--- src/rtl/dsp_addsub_pkg.sv ---
// dsp_addsub_pkg
//   Shared constants for the dual adder/subtractor.
//   WIDTH_DEFAULT : default operand/result width.
//   slice_width() : width of one carry-chain slice (half the datapath).
package dsp_addsub_pkg;

   localparam int WIDTH_DEFAULT = 32;

   // The datapath is split into two equal halves so each half maps onto
   // one DSP carry-chain segment; WIDTH must therefore be even and >= 2.
   function automatic int slice_width(input int width);
      return width / 2;
   endfunction

endpackage : dsp_addsub_pkg

--- src/rtl/dsp_addsub_slice.sv ---
// dsp_addsub_slice
//   Purely combinational W-bit adder slice: s/cout = a + (b or ~b) + cin.
//   Ports:
//     a, b      in  W   operands
//     invert_b  in  1   1 = add ~b (subtract path), 0 = add b
//     cin       in  1   carry into bit 0
//     s         out W   slice result
//     cout      out 1   carry out of the top bit
module dsp_addsub_slice
   import dsp_addsub_pkg::*;
#(
   parameter int W = slice_width(WIDTH_DEFAULT)
) (
   input  logic [W-1:0] a,
   input  logic [W-1:0] b,
   input  logic         invert_b,
   input  logic         cin,
   output logic [W-1:0] s,
   output logic         cout
);

   logic [W-1:0] b_eff;
   logic [W:0]   total;

   always_comb begin
      b_eff = invert_b ? ~b : b;
      // One extra bit on every term so the carry out lands in total[W].
      total = {1'b0, a} + {1'b0, b_eff} + {{W{1'b0}}, cin};
   end

   assign s    = total[W-1:0];
   assign cout = total[W];

endmodule : dsp_addsub_slice

--- src/rtl/dsp_addsub.sv ---
// dsp_addsub
//   Registered dual adder/subtractor. A+B and A-B are computed in parallel
//   on the same operands and presented, with flags, one clock later.
//   Ports:
//     clk        in  1      system clock (rising edge)
//     reset      in  1      synchronous active-high reset, all outputs -> 0
//     in_valid   in  1      a_in/b_in valid this cycle
//     a_in, b_in in  WIDTH  operands
//     sum        out WIDTH  (A+B) mod 2^WIDTH
//     sub        out WIDTH  (A-B) mod 2^WIDTH
//     carry_out  out 1      unsigned carry of A+B
//     borrow_out out 1      A < B unsigned
//     add_ovf    out 1      signed overflow of A+B
//     sub_ovf    out 1      signed overflow of A-B
//     out_valid  out 1      outputs hold a fresh result this cycle
//   When in_valid is low, the data and flag registers hold their values and
//   only out_valid drops.
module dsp_addsub
   import dsp_addsub_pkg::*;
#(
   parameter int WIDTH = WIDTH_DEFAULT
) (
   input  logic             clk,
   input  logic             reset,
   input  logic             in_valid,
   input  logic [WIDTH-1:0] a_in,
   input  logic [WIDTH-1:0] b_in,
   output logic [WIDTH-1:0] sum,
   output logic [WIDTH-1:0] sub,
   output logic             carry_out,
   output logic             borrow_out,
   output logic             add_ovf,
   output logic             sub_ovf,
   output logic             out_valid
);

   localparam int HW  = slice_width(WIDTH);
   localparam int MSB = WIDTH - 1;

   // Index 0 = add path, index 1 = subtract path.
   logic [1:0][HW-1:0] lo_s;
   logic [1:0][HW-1:0] hi_s;
   logic [1:0]         lo_c;
   logic [1:0]         hi_c;

   genvar gi;
   generate
      for (gi = 0; gi < 2; gi++) begin : g_path
         // Subtract is a + ~b + 1: invert b and inject the +1 as carry-in
         // of the low slice.
         localparam logic IS_SUB = (gi == 1);

         dsp_addsub_slice #(.W(HW)) u_lo (
            .a        (a_in[HW-1:0]),
            .b        (b_in[HW-1:0]),
            .invert_b (IS_SUB),
            .cin      (IS_SUB),
            .s        (lo_s[gi]),
            .cout     (lo_c[gi])
         );

         // High slice chains directly off the low slice's carry in the same
         // cycle; no register between the halves.
         dsp_addsub_slice #(.W(HW)) u_hi (
            .a        (a_in[WIDTH-1:HW]),
            .b        (b_in[WIDTH-1:HW]),
            .invert_b (IS_SUB),
            .cin      (lo_c[gi]),
            .s        (hi_s[gi]),
            .cout     (hi_c[gi])
         );
      end
   endgenerate

   logic [WIDTH-1:0] add_full;
   logic [WIDTH-1:0] sub_full;

   logic [WIDTH-1:0] sum_d,    sum_q;
   logic [WIDTH-1:0] sub_d,    sub_q;
   logic             carry_d,  carry_q;
   logic             borrow_d, borrow_q;
   logic             add_ovf_d, add_ovf_q;
   logic             sub_ovf_d, sub_ovf_q;
   logic             valid_d,  valid_q;

   always_comb begin
      add_full = {hi_s[0], lo_s[0]};
      sub_full = {hi_s[1], lo_s[1]};

      // Default: hold results; only out_valid tracks in_valid every cycle.
      sum_d     = sum_q;
      sub_d     = sub_q;
      carry_d   = carry_q;
      borrow_d  = borrow_q;
      add_ovf_d = add_ovf_q;
      sub_ovf_d = sub_ovf_q;
      valid_d   = in_valid;

      if (in_valid) begin
         sum_d     = add_full;
         sub_d     = sub_full;
         carry_d   = hi_c[0];
         // A set carry from a + ~b + 1 means no borrow was needed.
         borrow_d  = ~hi_c[1];
         add_ovf_d = (a_in[MSB] == b_in[MSB]) && (add_full[MSB] != a_in[MSB]);
         sub_ovf_d = (a_in[MSB] != b_in[MSB]) && (sub_full[MSB] != a_in[MSB]);
      end
   end

   always_ff @(posedge clk) begin
      if (reset) begin
         sum_q     <= '0;
         sub_q     <= '0;
         carry_q   <= 1'b0;
         borrow_q  <= 1'b0;
         add_ovf_q <= 1'b0;
         sub_ovf_q <= 1'b0;
         valid_q   <= 1'b0;
      end else begin
         sum_q     <= sum_d;
         sub_q     <= sub_d;
         carry_q   <= carry_d;
         borrow_q  <= borrow_d;
         add_ovf_q <= add_ovf_d;
         sub_ovf_q <= sub_ovf_d;
         valid_q   <= valid_d;
      end
   end

   assign sum        = sum_q;
   assign sub        = sub_q;
   assign carry_out  = carry_q;
   assign borrow_out = borrow_q;
   assign add_ovf    = add_ovf_q;
   assign sub_ovf    = sub_ovf_q;
   assign out_valid  = valid_q;

endmodule : dsp_addsub

--- config.mk ---
export PLATFORM = sky130hd
export DESIGN_NAME = dsp_addsub
export DESIGN_NICKNAME = d
export VERILOG_FILES = /design/src/rtl/dsp_addsub_pkg.sv /design/src/rtl/dsp_addsub_slice.sv /design/src/rtl/dsp_addsub.sv
export SDC_FILE = /design/constraint.sdc
export NUM_CORES = 1
export LEC_CHECK = 0
export CAP_MARGIN = 20
export CORE_MARGIN = 1
export CORE_UTILIZATION = 51
export DETAILED_ROUTE_END_ITERATION = 12
export DONT_BUFFER_PORTS = 1
export MAX_ROUTING_LAYER = met4
export PLACE_DENSITY = 0.75
export REMOVE_ABC_BUFFERS = 1
export SLEW_MARGIN = 20
export SYNTH_ARGS = -nofsm -noshare
export SYNTH_HDL_FRONTEND = slang
export SYNTH_SLANG_ARGS = --single-unit
export TNS_END_PERCENT = 30
--- constraint.sdc ---
create_clock -name clk -period 8.06 [get_ports clk]
set_input_delay 0.403 -clock clk [delete_from_list [all_inputs] [get_ports clk]]
set_output_delay 0.403 -clock clk [all_outputs]
set_load 0.03 [all_outputs]
# Yosys cells after proc, flatten, opt, wreduce, memory -nomap -nowiden

Index checks and enable logic that the tools add are counted.

Bitwise operators: 3
$add $sub $neg: 7
Reductions and logical operators: 2
Equal/unequal tests: 4

Operators by type and width:

| kind                                                            | count |
|---|---|
| 16-bit by 16-bit adder with 17-bit output                       | 4 |
| 17-bit by 1-bit adder with 17-bit output                        | 2 |
| 16-bit inverter                                                 | 2 |
| 17-bit by 1-bit adder with 17-bit output, second input constant | 1 |
| 1-bit != test                                                   | 3 |
| 1-bit logical AND                                               | 2 |
| 1-bit == test                                                   | 1 |
| 1-bit inverter                                                  | 1 |

Input port bits: 67
Register bits after elaboration: 69
Output and inout bits: 69
Word-level logic and storage cells: 23

# Longest topological paths before layout

Gate-level depths: netlist of run 1.

Depth in word-level cells: 6
Depth in mapped cells: 19
Gate-level depth less buffers: 19

# By module

A second synthesis of run 1 with hierarchy kept.

Cells, all modules: 746
Area total of the unflattened synthesis: 6,481.2 um2

Modules (own cells, without submodules):

| module                                | seq. area each (um2) | cells an instance | times used | area an instance (um2) |
|---|---|---|---|---|
| dsp_addsub                            | 1,381.3              | 228               | 1          | 2,462.4 |
| dsp_addsub_slice (g_path[1].u_hi ...) | 0.0                  | 121               | 2          | 984.7 |
| dsp_addsub_slice (g_path[0].u_hi)     | 0.0                  | 139               | 1          | 1,036.0 |
| dsp_addsub_slice (g_path[0].u_lo)     | 0.0                  | 137               | 1          | 1,013.5 |

# Least setup slack after synthesis of run 1

No wires, ideal clock.

Kind: input to register
Start: input port b_in[4]
End: register sum_q[30], in the netlist sum[30]
Cell stages on the path: 19
Path buffers: 1
Data arrival time: 3.997 ns
Setup slack: 3.928 ns
Library setup time: 0.136 ns
Data required time: 7.924 ns
Cells stage by stage: inv_1 > ha_1 > clkbuf_1 > nand2b_1 > a21o_1 > nand3_1 > a211oi_1 > o31a_1 > o21bai_1 > a21oi_1 > fa_1 > fa_1 > o21ba_2 > nor4_1 > o311ai_1 > a31oi_1 > o31a_1 > mux2i_1 > o311ai_1

Word-level cells in the longest chain between the ends: 2

Ends and longest elaborated chain:

| item                                      | line                   | text |
|---|---|---|
| start, declared                           | dsp_addsub.sv:27       | `input logic [WIDTH-1:0] b_in,` |
| 16-bit by 16-bit adder with 17-bit output | dsp_addsub_slice.sv:28 | `total = {1'b0, a} + {1'b0, b_eff} + {{W{1'b0}}, cin};` |
| 17-bit by 1-bit adder with 17-bit output  | dsp_addsub_slice.sv:28 |  |
| end signal, assigned                      | dsp_addsub.sv:120      | `sum_q <= sum_d;` |
| end, declared                             | dsp_addsub.sv:78       | `logic [WIDTH-1:0] sum_d, sum_q;` |

No other way between the ends.
A chain may end at the register's enable or synchronous reset.

# Worst setup path after layout of run 1

Start: input port a_in[0]
End: register sub_q[28], in the netlist sub[28]

Word-level cells in the longest chain between the ends: 3

Ends and longest elaborated chain:

| item                                                   | line                   | text |
|---|---|---|
| start, declared                                        | dsp_addsub.sv:26       | `input logic [WIDTH-1:0] a_in,` |
| 16-bit by 16-bit adder with 17-bit output              | dsp_addsub_slice.sv:28 |  |
| 17-bit by 1-bit adder with 17-bit output (2 in series) | dsp_addsub_slice.sv:28 |  |
| end signal, assigned                                   | dsp_addsub.sv:121      | `sub_q <= sub_d;` |
| end, declared                                          | dsp_addsub.sv:79       | `logic [WIDTH-1:0] sub_d, sub_q;` |

No other way between the ends.

==> impl_results.rst, run 1 <==
.. list-table::
   :header-rows: 1

   * - Metric
     - Value
   * - FF+latch count, synth
     - 68
   * - Final WS setup
     - 3820 ps
   * - Post-CTS Hold Fix Bufs
     - 0
   * - Most used standard cells in the synthesized netlist
     - nor2_1, dfxtp_1, inv_1
   * - Count of final max-slew check failures
     - 0
   * - Total CTS buffers
     - 9
   * - Synth async-reset ratio
     - 0%
   * - Final hold violation count
     - 0
   * - Footprint of the flip-flops and latches
     - approximately 1400 sq um
   * - Global-route wire length before repair
     - between 20 and 25 mm
   * - CTS tree
     - yes
   * - Pin count of the biggest net entering global routing
     - 93
   * - TritonCTS sink count
     - 68
   * - Biggest fanout along the worst timing path
     - 4
   * - Area contributors post-synth
     - dfxtp_1, ha_1, nor2_1, a211oi_1, xnor2_1
   * - Synth-to-layout area growth
     - 4.19%
   * - Max VDD drop
     - 98.2 uV
   * - CTS HTree Levels
     - 3
   * - Buffers from clock root to sink, at most
     - 2
   * - Power density relative to cell area
     - 189 nW/um^2
   * - Latest clock arrival within the worst-skew pair
     - between 300 and 400 ps
   * - Warning count from the yosys run
     - 0
   * - Number of cells on the critical path
     - 19
   * - Number of remaining DRC errors
     - 0
   * - Reg2reg setup slack
     - around 7000 ps
   * - Min-delay worst type
     - in2reg
   * - Post-detailed-routing wire length
     - 13.5 mm
   * - Clock transition time at the flip-flop clock pins of the worst setup and hold paths
     - approximately 80 ps
   * - Post-synthesis instance area
     - about 5400 sq um
   * - Cell at the root of the clock tree
     - clkbuf_8
   * - Portion of the post-synthesis area used by sequential elements
     - between 20% and 30%
   * - Floorplan Core Area
     - between 10000 and 15000 sq um
   * - Cells traversed along the worst timing path
     - inv_1 -> ha_1 -> fa_1 -> nor2b_1 -> o21a_1 -> o21ai_1 -> a21o_1 -> a21oi_1 -> o211a_1 -> a211oi_1 -> fa_1 -> fa_1 -> nor2b_1 -> o21ai_1 -> a21boi_1 -> o22ai_1 -> o31ai_1 -> nor4_1 -> a211o_1
   * - Final setup violating endpoints
     - 0
   * - Area of the multi-input gates
     - around 3700 sq um
   * - Final layout net count
     - 792
   * - Share of the clock period used by the worst path
     - between 50% and 60%
   * - Number of antenna cells inserted
     - 0
   * - Setup repair after global routing missed its margin
     - false
   * - Category of the most critical setup path
     - in2reg
   * - Max-cap violations
     - 0
   * - Cell Rows
     - 37
   * - Pre-CTS WS
     - 3430 ps
   * - Via count
     - approximately 4700
   * - Port Buffers
     - 0
   * - Number of standard cells after synthesis
     - roughly 690
   * - Share of Yosys cell area claimed by the top area cell type
     - about a quarter
   * - Final worst clock skew
     - 0 ps
   * - Period minus WS final
     - around 4200 ps
   * - Run status
     - completed
   * - Slowest cell on the critical path
     - fa_1
   * - Minimum hold slack
     - 106 ps
   * - Floorplan die area
     - 11100 sq um
   * - Data required time of the worst path
     - just over 8000 ps
   * - Gates resized, CTS repair
     - 0
   * - Most frequent cell after synthesis
     - nor2_1
   * - Detailed-placement wirelength estimate
     - ~10 mm
   * - Prevailing post-synth register cell
     - dfxtp_1
   * - Initial Util
     - between 50% and 60%
   * - Number of unique standard cell types used by synthesis
     - 65
   * - Height of the die
     - 105 microns
   * - Critical path arrival
     - 4500 ps
   * - Initial antenna violation count
     - 0
   * - Total iterations of the first detailed-routing run
     - 5
   * - Number of enable flip-flop cells after synthesis
     - 0
   * - Count of filler cells inserted in the layout
     - 954
   * - Number of DRC markers in iteration 0
     - ~220
   * - Vias per Instance
     - just under 6
   * - Actual transition at the worst max-transition pin
     - 596 ps
   * - Finished Core Util
     - a little over half
   * - Critical Path Sink Type
     - flip-flop
   * - Number of stages on the worst hold path
     - 1
   * - Last weighted congestion value of the routability-driven placer
     - 0.875
   * - Total GRT Usage
     - 26.0%
   * - Total setup buffers inserted after CTS
     - 0
   * - Critical Path Source Type
     - primary input
   * - Number of buffer and inverter instances along the worst setup path
     - 1
   * - Post-Syn Area per Cell
     - about 7.9 sq um
   * - Summed negative setup slack over all endpoints
     - 0 ps
   * - Die width
     - ~110 microns
   * - Slew margin rel.
     - between 60% and 70%
   * - Proportion of layout cells with a drive suffix above 1
     - 3.78%
   * - Vias in the first global route
     - about 4700
   * - Leakage power
     - between 0.002 and 0.0025 uW
   * - Cell count of the worst reg-to-reg path
     - 2
   * - Gr ovfl total
     - 0
   * - Most used cell, CP
     - fa_1
   * - Max incr delay on CP
     - between 400 and 500 ps
   * - Cell family with the largest share of critical-path delay
     - compound AO/OA/AOI/OAI gates
   * - Number of routed nets with antenna violations
     - 0
   * - Biggest area consumer among synthesized cells
     - dfxtp_1
   * - Routed wirelength normalized by instance count
     - roughly 17 microns
   * - I/O pin count
     - roughly 140
   * - FMAX
     - around 0.24 GHz
## flip-flops by register name, indices dropped and copies added, names as in the netlist
register	flops
add_ovf	1
borrow_out	1
carry_out	1
out_valid	1
sub	32
sub_ovf	1
sum	31
## per-stage QoR
stage          cell area [sq um]  instances  power [uW]
6_report                    5660        797        1070
5_1_grt                     5660        797        1130
4_1_cts                     5660        797        1080
3_5_place_dp                5440        782         748
3_3_place_gp                5440        782         741
2_1_floorplan               5260        645         689
## area by class of cell
class	instances	share of cell area, %
multi-input combinational	512	64.6
sequential	68	24.0
inverter	65	4.31
tap	136	3.00
clock buffer	11	2.67
clock inverter	4	1.28
timing repair buffer	1	0.133
## layout by cell type, fill, tap and decap left out, types with 9 or more instances in the layout
cell / instances
nor2_1: 83
dfxtp_1: 68
inv_1: 65
ha_1: 62
a21oi_1: 37
a211oi_1: 35
nand2_1: 29
xnor2_1: 29
nor3_1: 22
o21ai_0: 22
nor2b_1: 12
mux2i_1: 12
nand3_1: 11
clkbuf_8: 11
nand2b_1: 10
xor2_1: 9
## cell families (layout without fill, tap and decap cells)
group                      after synthesis  in the layout  share of synthesized area [%]
xor gates and xnor gates                38             38                           6.12
and+or+nand+nor                        209            209                           18.6
DFF                                     68             68                           25.0
buffers and inverters                  107             81                           7.69
AOI/OAI and AO/OA                      184            184                           23.6
muxes                                   13             13                           2.42
adders and majority gates               68             68                           16.5
## metal layers
metal | vias to the layer above | GRT usage (%) | share of wire [%]
li1 | 2358 | - | -
met4 | 0 | 9.05 | 1.9
met3 | 19 | 6.56 | 7.6
met2 | 144 | 44.0 | 49
met1 | 2197 | 29.7 | 42
met5 | - | - | 0
## power breakdown
part / internal, uW / switching, uW / total (uW)
Combinational: 122 / 155 / 277
Sequential: 371 / 94.4 / 466
Clock: 189 / 138 / 327
Total: 683 / 387 / 1070
## path summary, 6_finish.rpt
| check | from | to |
|---|---|---|
| setup reg to reg | sub[14] | sub[14] |
| setup / recovery | a_in[0] | sub[28] |
| hold / removal | reset | sum[26] |
| hold reg to reg | sum[26] | sum[26] |
Note: power is estimated with default switching activity, not from simulation.
==> run 2: changes to the inputs <==
--- a/config.mk
+++ b/config.mk
@@ -11,7 +11,7 @@
 export DETAILED_ROUTE_END_ITERATION = 12
 export DONT_BUFFER_PORTS = 1
 export MAX_ROUTING_LAYER = met4
-export PLACE_DENSITY = 0.75
+export PLACE_DENSITY = 0.78
 export REMOVE_ABC_BUFFERS = 1
 export SLEW_MARGIN = 20
 export SYNTH_ARGS = -nofsm -noshare
==> constraint.sdc (replaced) <==
create_clock -name clk -period 3.5 [get_ports clk]
set_input_delay 0.175 -clock clk [delete_from_list [all_inputs] [get_ports clk]]
set_output_delay 0.175 -clock clk [all_outputs]
set_load 0.03 [all_outputs]
==> impl_results.rst, run 2 (synthesis gave the netlist of run 1 again) <==
.. list-table::
   :header-rows: 1

   * - Metric
     - Value
   * - Run status
     - finished with violations
   * - Violations in the final reports
     - negative setup slack
   * - Final worst clock skew
     - 0 ps
   * - CTS tree
     - yes
   * - Summed negative setup slack over all endpoints
     - -60.3 ps
   * - Floorplan die area
     - around 11000 sq um
   * - Total CTS buffers
     - 9
   * - Post-detailed-routing wire length
     - 16.1 mm
   * - Final setup violating endpoints
     - 2
   * - Max-cap violations
     - 0
   * - Sw Share
     - a little under two fifths
   * - Finished Core Util
     - between 60 and 70%
   * - Power density relative to cell area
     - approximately 420 nW/um^2
   * - Number of flip-flops in the largest register
     - 32
   * - Total iterations of the first detailed-routing run
     - 5
   * - Routed wirelength normalized by instance count
     - ~18 microns
   * - Floorplan Core Area
     - 10300 sq um
   * - Via count
     - 5269
   * - Initial antenna violation count
     - 0
   * - Share of the clock period used by the worst path
     - 101%
   * - Final WS setup
     - -48.6 ps
   * - Category of the most critical setup path
     - in2reg
   * - Cell at the root of the clock tree
     - clkbuf_8
   * - Number of buffer and inverter instances along the worst setup path
     - 3
   * - Min-delay worst type
     - in2reg
   * - Vias per Instance
     - roughly 6
   * - Commonest non-fill, non-tap cells in the layout
     - nor2_1, buf_4, dfxtp_1
   * - Cell family with the largest share of critical-path delay
     - compound AO/OA/AOI/OAI gates
   * - Number of antenna cells inserted
     - 0
   * - Logic gate share of total power
     - 31.4%
   * - Global-route wire length before repair
     - between 20 and 30 mm
   * - Buffers from clock root to sink, at most
     - 2
   * - Number of routed nets with antenna violations
     - 0
   * - FMAX
     - between 0.2 and 0.3 GHz
   * - Total GRT Usage
     - 29.1%
   * - Switching power total
     - between 1000 and 1500 uW
   * - Height of the die
     - around 110 microns
   * - Cell Rows
     - 37
   * - I/O pin count
     - between 100 and 150
   * - Gr ovfl total
     - 0
   * - Latest clock arrival within the worst-skew pair
     - 350 ps
   * - Biggest fanout along the worst timing path
     - 6
   * - P_int
     - approximately 1700 uW
   * - Slew margin rel.
     - a little under a third
   * - Last weighted congestion value of the routability-driven placer
     - between 0.8 and 0.9
   * - Critical Path Sink Type
     - flip-flop
   * - Setup repair after global routing missed its margin
     - true
   * - Die width
     - approximately 110 microns
   * - Period minus WS final
     - 3550 ps
   * - Clock transition time at the flip-flop clock pins of the worst setup and hold paths
     - 80 ps
   * - Final hold violation count
     - 0
   * - Final layout net count
     - between 800 and 900
   * - Non-filler instance count after layout
     - ~870
   * - Critical Path Source Type
     - primary input
   * - Port Buffers
     - 0
   * - Detailed-placement wirelength estimate
     - 10.8 mm
   * - TritonCTS sink count
     - 68
   * - Number of remaining DRC errors
     - 0
   * - Register share of total power
     - about 40%
   * - Leakage power
     - around 0.0028 uW
   * - Count of final max-slew check failures
     - 0
   * - Inst Count DP
     - between 800 and 900
   * - Proportion of layout cells with a drive suffix above 1
     - 20.1%
   * - Actual transition at the worst max-transition pin
     - between 1000 and 1500 ps
   * - Relative contribution of the clock network to total power
     - 29.2%
   * - Most common cell after layout, fill and taps aside
     - nor2_1
   * - Max VDD drop
     - 181 uV
   * - Post-layout power
     - around 2700 uW
   * - Max incr delay on CP
     - a little over 300 ps
   * - Cells traversed along the worst timing path
     - inv_2 -> ha_4 -> buf_6 -> nor2b_2 -> o21a_1 -> o21ai_2 -> a21o_1 -> a21oi_2 -> o211a_1 -> a211oi_2 -> fa_2 -> fa_2 -> nor2b_4 -> o21ai_2 -> a21boi_2 -> buf_4 -> o31a_1 -> a211oi_2 -> nor3_1 -> a211o_1
   * - Slowest cell on the critical path
     - o31a_1
   * - Pin count of the biggest net entering global routing
     - 57
   * - Synth-to-layout area growth
     - 20.5%
   * - CTS HTree Levels
     - 3
   * - Critical path arrival
     - approximately 3800 ps
   * - Data required time of the worst path
     - roughly 3800 ps
   * - Initial Util
     - between 50% and 60%
   * - Number of DRC markers in iteration 0
     - approximately 310
   * - Vias in the first global route
     - ~5400
==> run 2: changes by cell type in the layout (fill, tap and decap cells not counted), sizes merged <==
cell / delta
inv: -1
dlygate4sd3: +1
buf: +74
clkbuf: +2
==> run 2: worst paths after layout <==
| path | to | cells past startpoint | from | slack [ps] |
|---|---|---|---|---|
| worst min register to register | sub[16] | 2 | sub[16] | 620 |
| worst min-delay path | sum[7] | 2 | in_valid | 10 |
| worst max-delay path | sub[30] | 20 | b_in[2] | -50 |
| worst max register to register | sub[14] | 2 | sub[14] | 2330 |
==> run 2: repair_timing <==
action / CTS / global route
setup buffers: 4 / 11
hold buffers: 3 / 0
endpoints found under the setup margin: 15 / 18
resized for setup: 22 / 38
pin swaps: 14 / 34
endpoints found under the hold margin: 56 / 0
==> run 2: area by class of cell <==
type,count,area [sq um]
Clock buffer,13,169
Timing Repair Buffer,76,617
Clock inverter,3,67.6
Multi-Input combinational cell,512,3920
Sequential cell,68,1360
Tap cell,136,170
Inverter,65,249
Fill cell,875,3770
==> run 2: power by group through the flow <==
stage,Clock [uW],Sequential (uW),Combinational [uW]
2_1_floorplan,0,1070,516
3_3_place_gp,0,1090,701
3_5_place_dp,0,1090,723
4_1_cts,800,1070,785
5_1_grt,832,1080,938
6_report,796,1070,855
==> run 2: through the flow <==
stage	hold WS, ps	area [sq um]	worst slack [ps]
CTS	2.06	6290	-1.46
global placement	254	5870	-637
detailed placement	256	5870	-762
finish	13.9	6550	-48.6
global route	3.67	6550	-229
floorplan	244	5260	-337
==> run 2: per-layer routing <==
| metal | up-vias | GRT usage, % | part of all wire (%) |
|---|---|---|---|
| met2 | 205 | 49.1 | 49 |
| met5 | - | - | 0 |
| met1 | 2516 | 33.3 | 41 |
| met3 | 41 | 6.74 | 7.4 |
| met4 | 0 | 11.6 | 2.7 |
| li1 | 2507 | - | - |
